## src/rtl/header_encode.sv

```systemverilog
`default_nettype none
// ============================================================================
// Module   : header_encode
// Brief    : MPEG-2 sequence / GOP / picture header generator emitting
//            (value, length) tokens with byte-aligned start codes.
//            Define HEADER_ENCODE_QUANT_MATRIX_EN to stream quant matrices.
// Revision : 1.0 - initial release
// ============================================================================
module header_encode #(
    parameter logic [3:0]  ASPECT_RATIO    = 4'h2,
    parameter logic [3:0]  FRAME_RATE_CODE = 4'h4,
    parameter logic [17:0] BIT_RATE        = 18'd20000,
    parameter logic [9:0]  VBV_SIZE        = 10'd112,
    parameter logic [7:0]  PROFILE_LEVEL   = 8'h48
) (
    input  logic        clock,
    input  logic        reset,
    input  logic        Start_Header_Encode_I,
    output logic        Done_Header_Encode_O,
    input  logic        Insert_Seq_I,
    input  logic        Insert_Gop_I,
    input  logic [11:0] Horizontal_Size,
    input  logic [11:0] Vertical_Size,
    input  logic        progressive_sequence,
    input  logic [1:0]  chroma_format,
    input  logic [24:0] time_code,
    input  logic        closed_gop,
    input  logic [9:0]  temporal_reference,
    input  logic [2:0]  picture_coding_type,
    input  logic [15:0] f_codes,
    input  logic [1:0]  intra_dc_precision,
    input  logic [1:0]  picture_structure,
    input  logic [8:0]  pic_flags,
    input  logic        load_intra_quant_matrix,
    input  logic        load_non_intra_quant_matrix,
    output logic        Quant_Matrix_Read_En_O,
    output logic [6:0]  Quant_Matrix_Addr_O,
    input  logic [7:0]  Quant_Matrix_Value_I,
    output logic [31:0] Bits_Data_O,
    output logic [5:0]  Bits_Len_O,
    output logic        Bits_Valid_O,
    input  logic        Bits_Ready_I
);

    localparam logic [3:0] c_ST_IDLE       = 4'd0;
    localparam logic [3:0] c_ST_SEQ_HDR    = 4'd1;
    localparam logic [3:0] c_ST_Q_INTRA    = 4'd2;
    localparam logic [3:0] c_ST_NI_FLAG    = 4'd3;
    localparam logic [3:0] c_ST_Q_NONINTRA = 4'd4;
    localparam logic [3:0] c_ST_SEQ_EXT    = 4'd5;
    localparam logic [3:0] c_ST_GOP        = 4'd6;
    localparam logic [3:0] c_ST_PIC_HDR    = 4'd7;
    localparam logic [3:0] c_ST_PIC_EXT    = 4'd8;
    localparam logic [3:0] c_ST_FIN        = 4'd9;

    localparam logic [31:0] c_SC_SEQ = 32'h000001B3;
    localparam logic [31:0] c_SC_EXT = 32'h000001B5;
    localparam logic [31:0] c_SC_GOP = 32'h000001B8;
    localparam logic [31:0] c_SC_PIC = 32'h00000100;

`ifdef HEADER_ENCODE_QUANT_MATRIX_EN
    localparam logic c_QM_EN = 1'b1;
`else
    localparam logic c_QM_EN = 1'b0;
`endif

    logic        r_valid;
    logic [31:0] r_data;
    logic [5:0]  r_len;
    logic [3:0]  r_state;
    logic [2:0]  r_step;
    logic [2:0]  r_bitpos;

    logic        r_ins_gop;
    logic [11:0] r_hsize;
    logic [11:0] r_vsize;
    logic        r_prog_seq;
    logic [1:0]  r_chroma;
    logic [24:0] r_time_code;
    logic        r_closed_gop;
    logic [9:0]  r_temp_ref;
    logic [2:0]  r_pic_type;
    logic [15:0] r_f_codes;
    logic [1:0]  r_dc_prec;
    logic [1:0]  r_pic_struct;
    logic [8:0]  r_pic_flags;
    logic        r_ld_intra;
    logic        r_ld_nonintra;

    logic        w_xfer;
    logic        w_slot_free;
    logic        w_start;
    logic [2:0]  w_bitpos_eff;
    logic        w_has_sc;
    logic [31:0] w_sc_code;
    logic [31:0] w_tok_data;
    logic [5:0]  w_tok_len;
    logic        w_tok_last;
    logic        w_tok_hold;
    logic [3:0]  w_next_state;
    logic        w_type_pb;
    logic        w_type_b;

    assign w_xfer       = r_valid & Bits_Ready_I;
    assign w_slot_free  = ~r_valid | Bits_Ready_I;
    assign w_start      = Start_Header_Encode_I & (r_state == c_ST_IDLE);
    // Bit position including the token leaving this cycle, so alignment
    // decisions see every bit already committed to the packer.
    assign w_bitpos_eff = r_bitpos + (w_xfer ? r_len[2:0] : 3'd0);
    assign w_type_pb    = (r_pic_type == 3'd2) | (r_pic_type == 3'd3);
    assign w_type_b     = (r_pic_type == 3'd3);

    always_comb begin
        w_has_sc  = 1'b1;
        w_sc_code = c_SC_EXT;
        case (r_state)
            c_ST_SEQ_HDR:               w_sc_code = c_SC_SEQ;
            c_ST_GOP:                   w_sc_code = c_SC_GOP;
            c_ST_PIC_HDR:               w_sc_code = c_SC_PIC;
            c_ST_SEQ_EXT, c_ST_PIC_EXT: w_sc_code = c_SC_EXT;
            default:                    w_has_sc  = 1'b0;
        endcase
    end

    always_comb begin
        w_tok_data = 32'h0;
        w_tok_len  = 6'd1;
        w_tok_last = 1'b0;
        w_tok_hold = 1'b0;
        if (w_has_sc && (r_step == 3'd0)) begin
            if (w_bitpos_eff != 3'd0) begin
                w_tok_len  = 6'd8 - {3'd0, w_bitpos_eff};
                w_tok_hold = 1'b1;
            end else begin
                w_tok_data = w_sc_code;
                w_tok_len  = 6'd32;
            end
        end else begin
            case (r_state)
                c_ST_SEQ_HDR: begin
                    case (r_step)
                        3'd1: begin w_tok_data = {8'h0, r_hsize, r_vsize}; w_tok_len = 6'd24; end
                        3'd2: begin w_tok_data = {24'h0, ASPECT_RATIO, FRAME_RATE_CODE}; w_tok_len = 6'd8; end
                        3'd3: begin w_tok_data = {2'b0, BIT_RATE, 1'b1, VBV_SIZE, 1'b0}; w_tok_len = 6'd30; end
                        default: begin w_tok_data = {31'h0, r_ld_intra}; w_tok_last = 1'b1; end
                    endcase
                end
                c_ST_NI_FLAG: begin
                    w_tok_data = {31'h0, r_ld_nonintra};
                    w_tok_last = 1'b1;
                end
                c_ST_SEQ_EXT: begin
                    if (r_step == 3'd1) begin
                        w_tok_data = {4'h1, PROFILE_LEVEL, r_prog_seq, r_chroma, 4'h0, 12'h0, 1'b1};
                        w_tok_len  = 6'd32;
                    end else begin
                        w_tok_len  = 6'd16;
                        w_tok_last = 1'b1;
                    end
                end
                c_ST_GOP: begin
                    w_tok_data = {5'h0, r_time_code, r_closed_gop, 1'b0};
                    w_tok_len  = 6'd27;
                    w_tok_last = 1'b1;
                end
                c_ST_PIC_HDR: begin
                    // Steps 2/3 carry the forward/backward f_code fields only
                    // when the picture type needs them, else extra_bit_picture.
                    if (r_step == 3'd1) begin
                        w_tok_data = {3'h0, r_temp_ref, r_pic_type, 16'hFFFF};
                        w_tok_len  = 6'd29;
                    end else if ((r_step == 3'd2 && w_type_pb) || (r_step == 3'd3 && w_type_b)) begin
                        w_tok_data = 32'h7;
                        w_tok_len  = 6'd4;
                    end else begin
                        w_tok_last = 1'b1;
                    end
                end
                c_ST_PIC_EXT: begin
                    if (r_step == 3'd1) begin
                        w_tok_data = {8'h0, 4'h8, r_f_codes, r_dc_prec, r_pic_struct};
                        w_tok_len  = 6'd24;
                    end else begin
                        w_tok_data = {22'h0, r_pic_flags, 1'b0};
                        w_tok_len  = 6'd10;
                        w_tok_last = 1'b1;
                    end
                end
                default: ;
            endcase
        end
    end

    always_comb begin
        case (r_state)
            c_ST_SEQ_HDR:    w_next_state = r_ld_intra ? c_ST_Q_INTRA : c_ST_NI_FLAG;
            c_ST_Q_INTRA:    w_next_state = c_ST_NI_FLAG;
            c_ST_NI_FLAG:    w_next_state = r_ld_nonintra ? c_ST_Q_NONINTRA : c_ST_SEQ_EXT;
            c_ST_Q_NONINTRA: w_next_state = c_ST_SEQ_EXT;
            c_ST_SEQ_EXT:    w_next_state = r_ins_gop ? c_ST_GOP : c_ST_PIC_HDR;
            c_ST_GOP:        w_next_state = c_ST_PIC_HDR;
            c_ST_PIC_HDR:    w_next_state = c_ST_PIC_EXT;
            c_ST_PIC_EXT:    w_next_state = c_ST_FIN;
            default:         w_next_state = c_ST_IDLE;
        endcase
    end

    always_ff @(posedge clock) begin
        if (w_start) begin
            r_ins_gop     <= Insert_Gop_I;
            r_hsize       <= Horizontal_Size;
            r_vsize       <= Vertical_Size;
            r_prog_seq    <= progressive_sequence;
            r_chroma      <= chroma_format;
            r_time_code   <= time_code;
            r_closed_gop  <= closed_gop;
            r_temp_ref    <= temporal_reference;
            r_pic_type    <= picture_coding_type;
            r_f_codes     <= f_codes;
            r_dc_prec     <= intra_dc_precision;
            r_pic_struct  <= picture_structure;
            r_pic_flags   <= pic_flags;
            r_ld_intra    <= load_intra_quant_matrix & c_QM_EN;
            r_ld_nonintra <= load_non_intra_quant_matrix & c_QM_EN;
        end
    end

`ifdef HEADER_ENCODE_QUANT_MATRIX_EN
    logic [1:0] r_qphase;
    logic [5:0] r_idx;
    logic       r_rd_en;
    logic [6:0] r_addr;

    assign Quant_Matrix_Read_En_O = r_rd_en;
    assign Quant_Matrix_Addr_O    = r_addr;
`else
    wire w_unused_qm = &{1'b0, Quant_Matrix_Value_I};

    assign Quant_Matrix_Read_En_O = 1'b0;
    assign Quant_Matrix_Addr_O    = 7'd0;
`endif

    always_ff @(posedge clock) begin
        if (reset) begin
            r_state  <= c_ST_IDLE;
            r_step   <= 3'd0;
            r_bitpos <= 3'd0;
            r_valid  <= 1'b0;
            r_data   <= 32'h0;
            r_len    <= 6'd0;
`ifdef HEADER_ENCODE_QUANT_MATRIX_EN
            r_qphase <= 2'd0;
            r_idx    <= 6'd0;
            r_rd_en  <= 1'b0;
            r_addr   <= 7'd0;
`endif
        end else begin
            if (w_xfer) begin
                r_bitpos <= r_bitpos + r_len[2:0];
            end
            case (r_state)
                c_ST_IDLE: begin
                    if (w_start) begin
                        r_step  <= 3'd0;
                        r_state <= Insert_Seq_I ? c_ST_SEQ_HDR :
                                   (Insert_Gop_I ? c_ST_GOP : c_ST_PIC_HDR);
                    end
                end
                c_ST_FIN: begin
                    if (w_slot_free) begin
                        r_valid <= 1'b0;
                        r_state <= c_ST_IDLE;
                    end
                end
`ifdef HEADER_ENCODE_QUANT_MATRIX_EN
                // Each entry: issue the read once the output slot has drained,
                // wait out the RAM latency, then present the value.
                c_ST_Q_INTRA, c_ST_Q_NONINTRA: begin
                    case (r_qphase)
                        2'd0: begin
                            if (w_slot_free) begin
                                r_valid  <= 1'b0;
                                r_rd_en  <= 1'b1;
                                r_addr   <= {(r_state == c_ST_Q_NONINTRA), r_idx};
                                r_qphase <= 2'd1;
                            end
                        end
                        2'd1: begin
                            r_rd_en  <= 1'b0;
                            r_qphase <= 2'd2;
                        end
                        default: begin
                            r_valid  <= 1'b1;
                            r_data   <= {24'h0, Quant_Matrix_Value_I};
                            r_len    <= 6'd8;
                            r_qphase <= 2'd0;
                            r_idx    <= r_idx + 6'd1;
                            if (r_idx == 6'd63) begin
                                r_state <= w_next_state;
                            end
                        end
                    endcase
                end
`endif
                default: begin
                    if (w_slot_free) begin
                        r_valid <= 1'b1;
                        r_data  <= w_tok_data;
                        r_len   <= w_tok_len;
                        if (w_tok_last) begin
                            r_state <= w_next_state;
                            r_step  <= 3'd0;
                        end else if (!w_tok_hold) begin
                            r_step  <= r_step + 3'd1;
                        end
                    end
                end
            endcase
        end
    end

    assign Done_Header_Encode_O = (r_state == c_ST_IDLE);
    assign Bits_Valid_O         = r_valid;
    assign Bits_Data_O          = r_data;
    assign Bits_Len_O           = r_len;

endmodule
`default_nettype wire

```

## config.mk

```make
export PLATFORM = sky130hd
export DESIGN_NAME = header_encode
export DESIGN_NICKNAME = d
export VERILOG_FILES = /design/src/rtl/header_encode.sv
export SDC_FILE = /design/constraint.sdc
export NUM_CORES = 1
export LEC_CHECK = 0
export BUFFER_PORTS_ARGS = -buffer_cell sky130_fd_sc_hd__clkbuf_2
export CORE_ASPECT_RATIO = 1.75
export CORE_MARGIN = 3
export CORE_UTILIZATION = 57
export CTS_BUF_LIST = sky130_fd_sc_hd__clkbuf_16
export DETAILED_ROUTE_END_ITERATION = 10
export PLACE_DENSITY = 0.85
export RECOVER_POWER = 100
export SLEW_MARGIN = 15
export SYNTH_ARGS = -nofsm -noshare
export SYNTH_HDL_FRONTEND = slang
export SYNTH_SLANG_ARGS = --single-unit
```

## constraint.sdc

```tcl
create_clock -name clock -period 5.25 [get_ports clock]
set_input_delay 0.7875 -clock clock [delete_from_list [all_inputs] [get_ports clock]]
set_output_delay 0.7875 -clock clock [all_outputs]
set_load 0.005 [all_outputs]
```

# Yosys cells after proc, flatten, opt, wreduce, memory -nomap -nowiden
# Index checks and enable logic that the tools add are counted.
# totals
input_bits,111
wordCells,112
output_inout_bits,48
ff_bits,145
# classes
n_bitwise,8
n_mux,44
n_reduce_logical,20
n_addsub,4
n_eq_ne,17
# op_table
cell,n
one-hot mux 29 bit (5 select lines),1
one-hot mux 27 bit (3 select lines),1
2-to-1 mux 32 bit,2
2-to-1 mux 29 bit,2
one-hot mux 6 bit (5 select lines),1
2-to-1 mux 24 bit,1
2-to-1 mux 3 bit,8
one-hot mux 4 bit (6 select lines),1
one-hot mux 8 bit (3 select lines),1
2-to-1 mux 6 bit,3
equality test 4 x 3 -> 1 bit (second input constant),4
2-to-1 mux 4 bit,4
one-hot mux 5 bit (3 select lines),1
equality test 3 x 2 -> 1 bit (second input constant),4
2-to-1 mux 1 bit,12
2-to-1 mux 5 bit,2
OR reduction 2 bit,5
equality test 4 x 2 -> 1 bit (second input constant),2
equality test 4 bit (second input constant),2
one-hot mux 4 bit (2 select lines),1
AND reduction 4 bit,2
adder 3 bit,2
one-hot mux 3 bit (2 select lines),1
nonzero test 3 bit,2
other kinds (20),28

# Logic depth before layout (Yosys ltp)
# logic_depth
depth_word,11
ltp_mapped,11

# Worst setup path before layout
# OpenSTA, ideal clock, no wires.
# synth_path
path_type,register -> register
start,reg r_state[0]
end,"reg r_chroma[0], enable pin"
setup_time_ns,0.465
stages_incl_launch_ff,4
t_arrival_ns,3.238
required_ns,4.785
synth_period_minus_slack_ns,3.703
path_slack_ns,1.547
path_buffers,1
cell_sequence,dfxtp_1 > buf_6 > nor4_2 > and2_1
# synth_between
elab_chain_len,2
# synth_rtl
element,line_no,source
from (decl),70,logic [3:0] r_state;
from (signal assigned),245,r_state <= c_ST_IDLE;
from (signal assigned),265,r_state <= Insert_Seq_I ? c_ST_SEQ_HDR :
from (signal assigned),272,r_state <= c_ST_IDLE;
logical NOT 4 bit,-,
named net Done_Header_Encode_O,19,"output logic Done_Header_Encode_O,"
bitwise AND 1 bit,106,assign w_start = Start_Header_Encode_I & (r_state == c_ST_IDLE);
named net w_start,92,logic w_start;
to (signal assigned),214,r_chroma <= chroma_format;
to (decl),78,logic [1:0] r_chroma;
# The timed path passes the listed nets, and every way through them passes these cells.
# A chain may end at the register's enable or synchronous reset.

# Worst setup path after layout
# layout_path
start,reg r_state[1]
end,"reg r_f_codes[4], enable pin"
# layout_between
elab_chain_len,2
# layout_rtl
element,line_no,source
logical NOT 4 bit,106,
bitwise AND 1 bit,106,
named net w_start,92,
to (signal assigned),219,r_f_codes <= f_codes;
to (decl),83,logic [15:0] r_f_codes;
# The timed path passes the listed nets, and every way through them passes these cells.

==> impl_metrics.csv <==
group,metric,value,unit
run_status,status,"finished with violations",
run_status,violations,"max-capacitance violations, max-slew violations",
drt,via_per_inst,6.08,
power,powerDensity,493,nW/um^2
critical_path,r2r_end,"r_f_codes[4]",
timing,fmax,246,MHz
placement,place.gp.congestion,0.907,
timing,report.final.slew_viol_count,95,
timing,tightestPinTransition,3060,ps
cts,root_buffer,"clkbuf_16",
global_routing,track_usage,25.8,%
drt,drc,0,
cts,cts_max_path_buffers,2,
timing,maxSlewHeadroom,-104,%
finish,diodes,0,
synthesis,synth_edf_count,96,
synthesis,synth_top_flop_cell,"edfxtp_1",
drt,routed_wl,15400,um
drt,num_vias,4721,
timing,setup_tns,0,ps
timing,rsz0062_at_grt,"no",
min_path,hold_class,"flip-flop to flip-flop",
critical_path,setup.worst_path.end_class,"flip-flop",
timing,post-route-period-util,77.4,%
cts,cts_max_level,4,
critical_path,worst_setup_path_start_kind,"flip-flop",
power,leakage,2.80,nW
critical_path,worstPathRequired,5350,ps
synthesis,postSynth.asyncResetShare,0,%
critical_path,r2r_start,"r_state[1]",
synthesis,ys_seq_elements,142,
critical_path,crit_arrival,4170,ps
critical_path,reg2reg_slack,1190,ps
min_path,whs_path_depth,2,
cts,cts_buffers,17,
finish,finalNetCount,759,
drt,routedWlPerCell,19.9,um
cts,cts.clk_slew.worst_paths,60,ps
drt,wl_met1,5100,um
drt,ant_nets,0,
placement,numPortBuffers,137,
global_routing,grt_pass1_vias,4908,
finish,drive_above_1_share,22.3,%
min_path,whs_endpoint,"Bits_Len_O[4]",
cts,cts_resized,0,
finish,fin_area,7300,sq um
critical_path,path_max_fanout,51,
drt,drtIter0Drc,389,
run,maxCapViolCount,2,
global_routing,antenna_found_initial,0,
floorplanning,num_rows,49,
timing,fin_skew,12.5,ps
critical_path,ff2ff_path_depth,4,
global_routing,grt_pass1_wl,23700,um
min_path,min-delay-start,"Bits_Len_O[4]",
floorplanning,start_util,58.9,%
critical_path,crit_type,"flip-flop to flip-flop",
cts,cts-hold-fix-buffers,0,
floorplanning,die_h,143,um
cts,cts_setup_buffers,0,
cts,cts_tree,"done",
synthesis,synth_cells,512,
finish,nFillCells,764,
synthesis,synth_warnings,0,
synthesis,avgSynthCellArea,11.9,sq um
cts,clk-insertion-delay-late,430,ps
timing,finalHoldViolCount,0,
finish,area_delta_synth_final,19.7,%
synthesis,yosysUniqueCellTypes,69,
floorplanning,io_pins,159,
drt,route.top_layer_used,"met4",
floorplanning,die_area,12000,sq um
cts,cts.sinks,142,
floorplanning,core_region_area,10400,sq um
placement,dp_hpwl,10400,um
power,worst_ir_drop_vdd,0.000321,V
timing,worst_hold_slack,465,ps
synthesis,yosysSeqAreaShare,62.4,%
drt,wl_met2,8280,um
global_routing,grt_overflow,0,
timing,setup_viol,0,
drt,first_pass_iters,5,
timing,min_period,4060,ps
placement,place_area,6770,sq um
global_routing,grt_max_degree,97,
floorplanning,die_w,84.2,um
drt,wl_met3,1270,um
synthesis,synth_area,6100,sq um
## synthesized netlist by cell type, drive strengths merged, types with 4 or more instances
master / n / area share (%)
clkbuf: 19 / 1.2
ha: 9 / 1.8
edfxtp: 96 / 47
a222oi: 4 / 0.66
a21oi: 40 / 3.3
nand2b: 9 / 0.92
a211oi: 6 / 0.94
nand3: 8 / 0.66
nor2b: 8 / 0.82
dfxtp: 46 / 15
nor2: 39 / 2.5
o21ai: 16 / 1.3
inv: 12 / 0.74
buf: 26 / 2.8
nand2: 51 / 3.1
a31oi: 7 / 0.82
nor3: 11 / 1.2
a221oi: 10 / 1.4
a22oi: 22 / 2.7
mux2i: 8 / 1.3
## power breakdown
part	internal (mW)	switching, mW	total, mW
registers	1.50	0.139	1.64
logic	0.269	0.524	0.793
clock network	0.638	0.532	1.17
## final cells by class
class                   instances  area, sq um  area share (%)
clock inverters                15          163            2.23
well taps                     127          159            2.18
flip-flops and latches        142         3800            52.1
inverters                      12         45.0           0.617
clock buffers                  17          425            5.82
repair buffers                141          684            9.37
multi-input cells             323         2020            27.7
## per-stage QoR
| stage | worst slack (ps) | utilization (%) | power [mW] | instances |
|---|---|---|---|---|
| final | 1190 | 70.5 | 3.60 | 777 |
| after global routing | 899 | 70.5 | 3.76 | 777 |
| after CTS | 1600 | 71.0 | 3.61 | 776 |
| after detailed placement | 1630 | 65.3 | 2.44 | 744 |
| after global placement | 1700 | 65.3 | 2.39 | 744 |
| after floorplan | 1550 | - | 2.20 | 522 |
## how the worst max path moves through the flow
stage,cells after the start,slack [ps],end,start
3_5_place_dp,7,1630,Bits_Len_O[2],r_state[3]
3_3_place_gp,7,1700,Bits_Len_O[2],r_state[3]
5_1_grt,4,900,r_f_codes[4],r_state[1]
4_1_cts,7,1600,Bits_Len_O[2],r_state[3]
6_report,4,1190,r_f_codes[4],r_state[1]
2_1_floorplan,3,1550,r_chroma[0],r_state[0]
## layout by cell type, fill, tap and decap left out, types with 4 or more instances in the layout
master,count
a211oi_1,6
a21oi_1,40
a221oi_1,10
a222oi_1,4
a22oi_1,22
a31oi_1,7
clkbuf_1,39
clkbuf_16,17
clkbuf_2,99
conb_1,11
dfxtp_1,46
edfxtp_1,96
ha_1,9
inv_1,12
inv_6,7
inv_8,4
mux2i_1,8
nand2_1,51
nand2b_1,9
nand3_1,8
nor2_1,38
nor2b_1,8
nor3_1,9
o21ai_0,16
## state kept, by name (all words and copies together) (netlist names)
| register | cells |
|---|---|
| Bits_Len_O | 6 |
| Bits_Data_O | 29 |
| r_pic_struct | 2 |
| r_step | 3 |
| Bits_Valid_O | 1 |
| r_prog_seq | 1 |
| r_f_codes | 16 |
| r_bitpos | 3 |
| r_dc_prec | 2 |
| r_ins_gop | 1 |
| r_state | 4 |
| r_pic_flags | 9 |
| r_chroma | 2 |
| r_hsize | 12 |
| r_temp_ref | 10 |
| r_time_code | 25 |
| r_closed_gop | 1 |
| r_pic_type | 3 |
| r_vsize | 12 |
## kinds of logic (layout without fill, tap and decap cells)
kind of cell	Yosys count	in the layout	share of synthesized area, %
adders and majority gates	11	11	2.50
xor gates and xnor gates	4	4	0.574
AOI/OAI and AO/OA	134	134	15.2
muxes	9	9	1.50
DFF	142	142	62.4
and+or+nand+nor	154	154	13.1
buffers and inverters	57	185	4.68
other	1	11	0.0615
## routing by layer
layer | global-route usage [%] | up-vias
li1 | - | 2145
met1 | 26.7 | 2215
met2 | 46.2 | 289
met3 | 6.81 | 72
met4 | 15.8 | 0
met5 | 0 | -
## worst max-delay path: stages (launching register included)
cell     delay (ps)
dfxtp_1         580
nor4_1          390
buf_4           210
and2_0         2220
buf_16          290
Power figures use the tool's default switching activity.
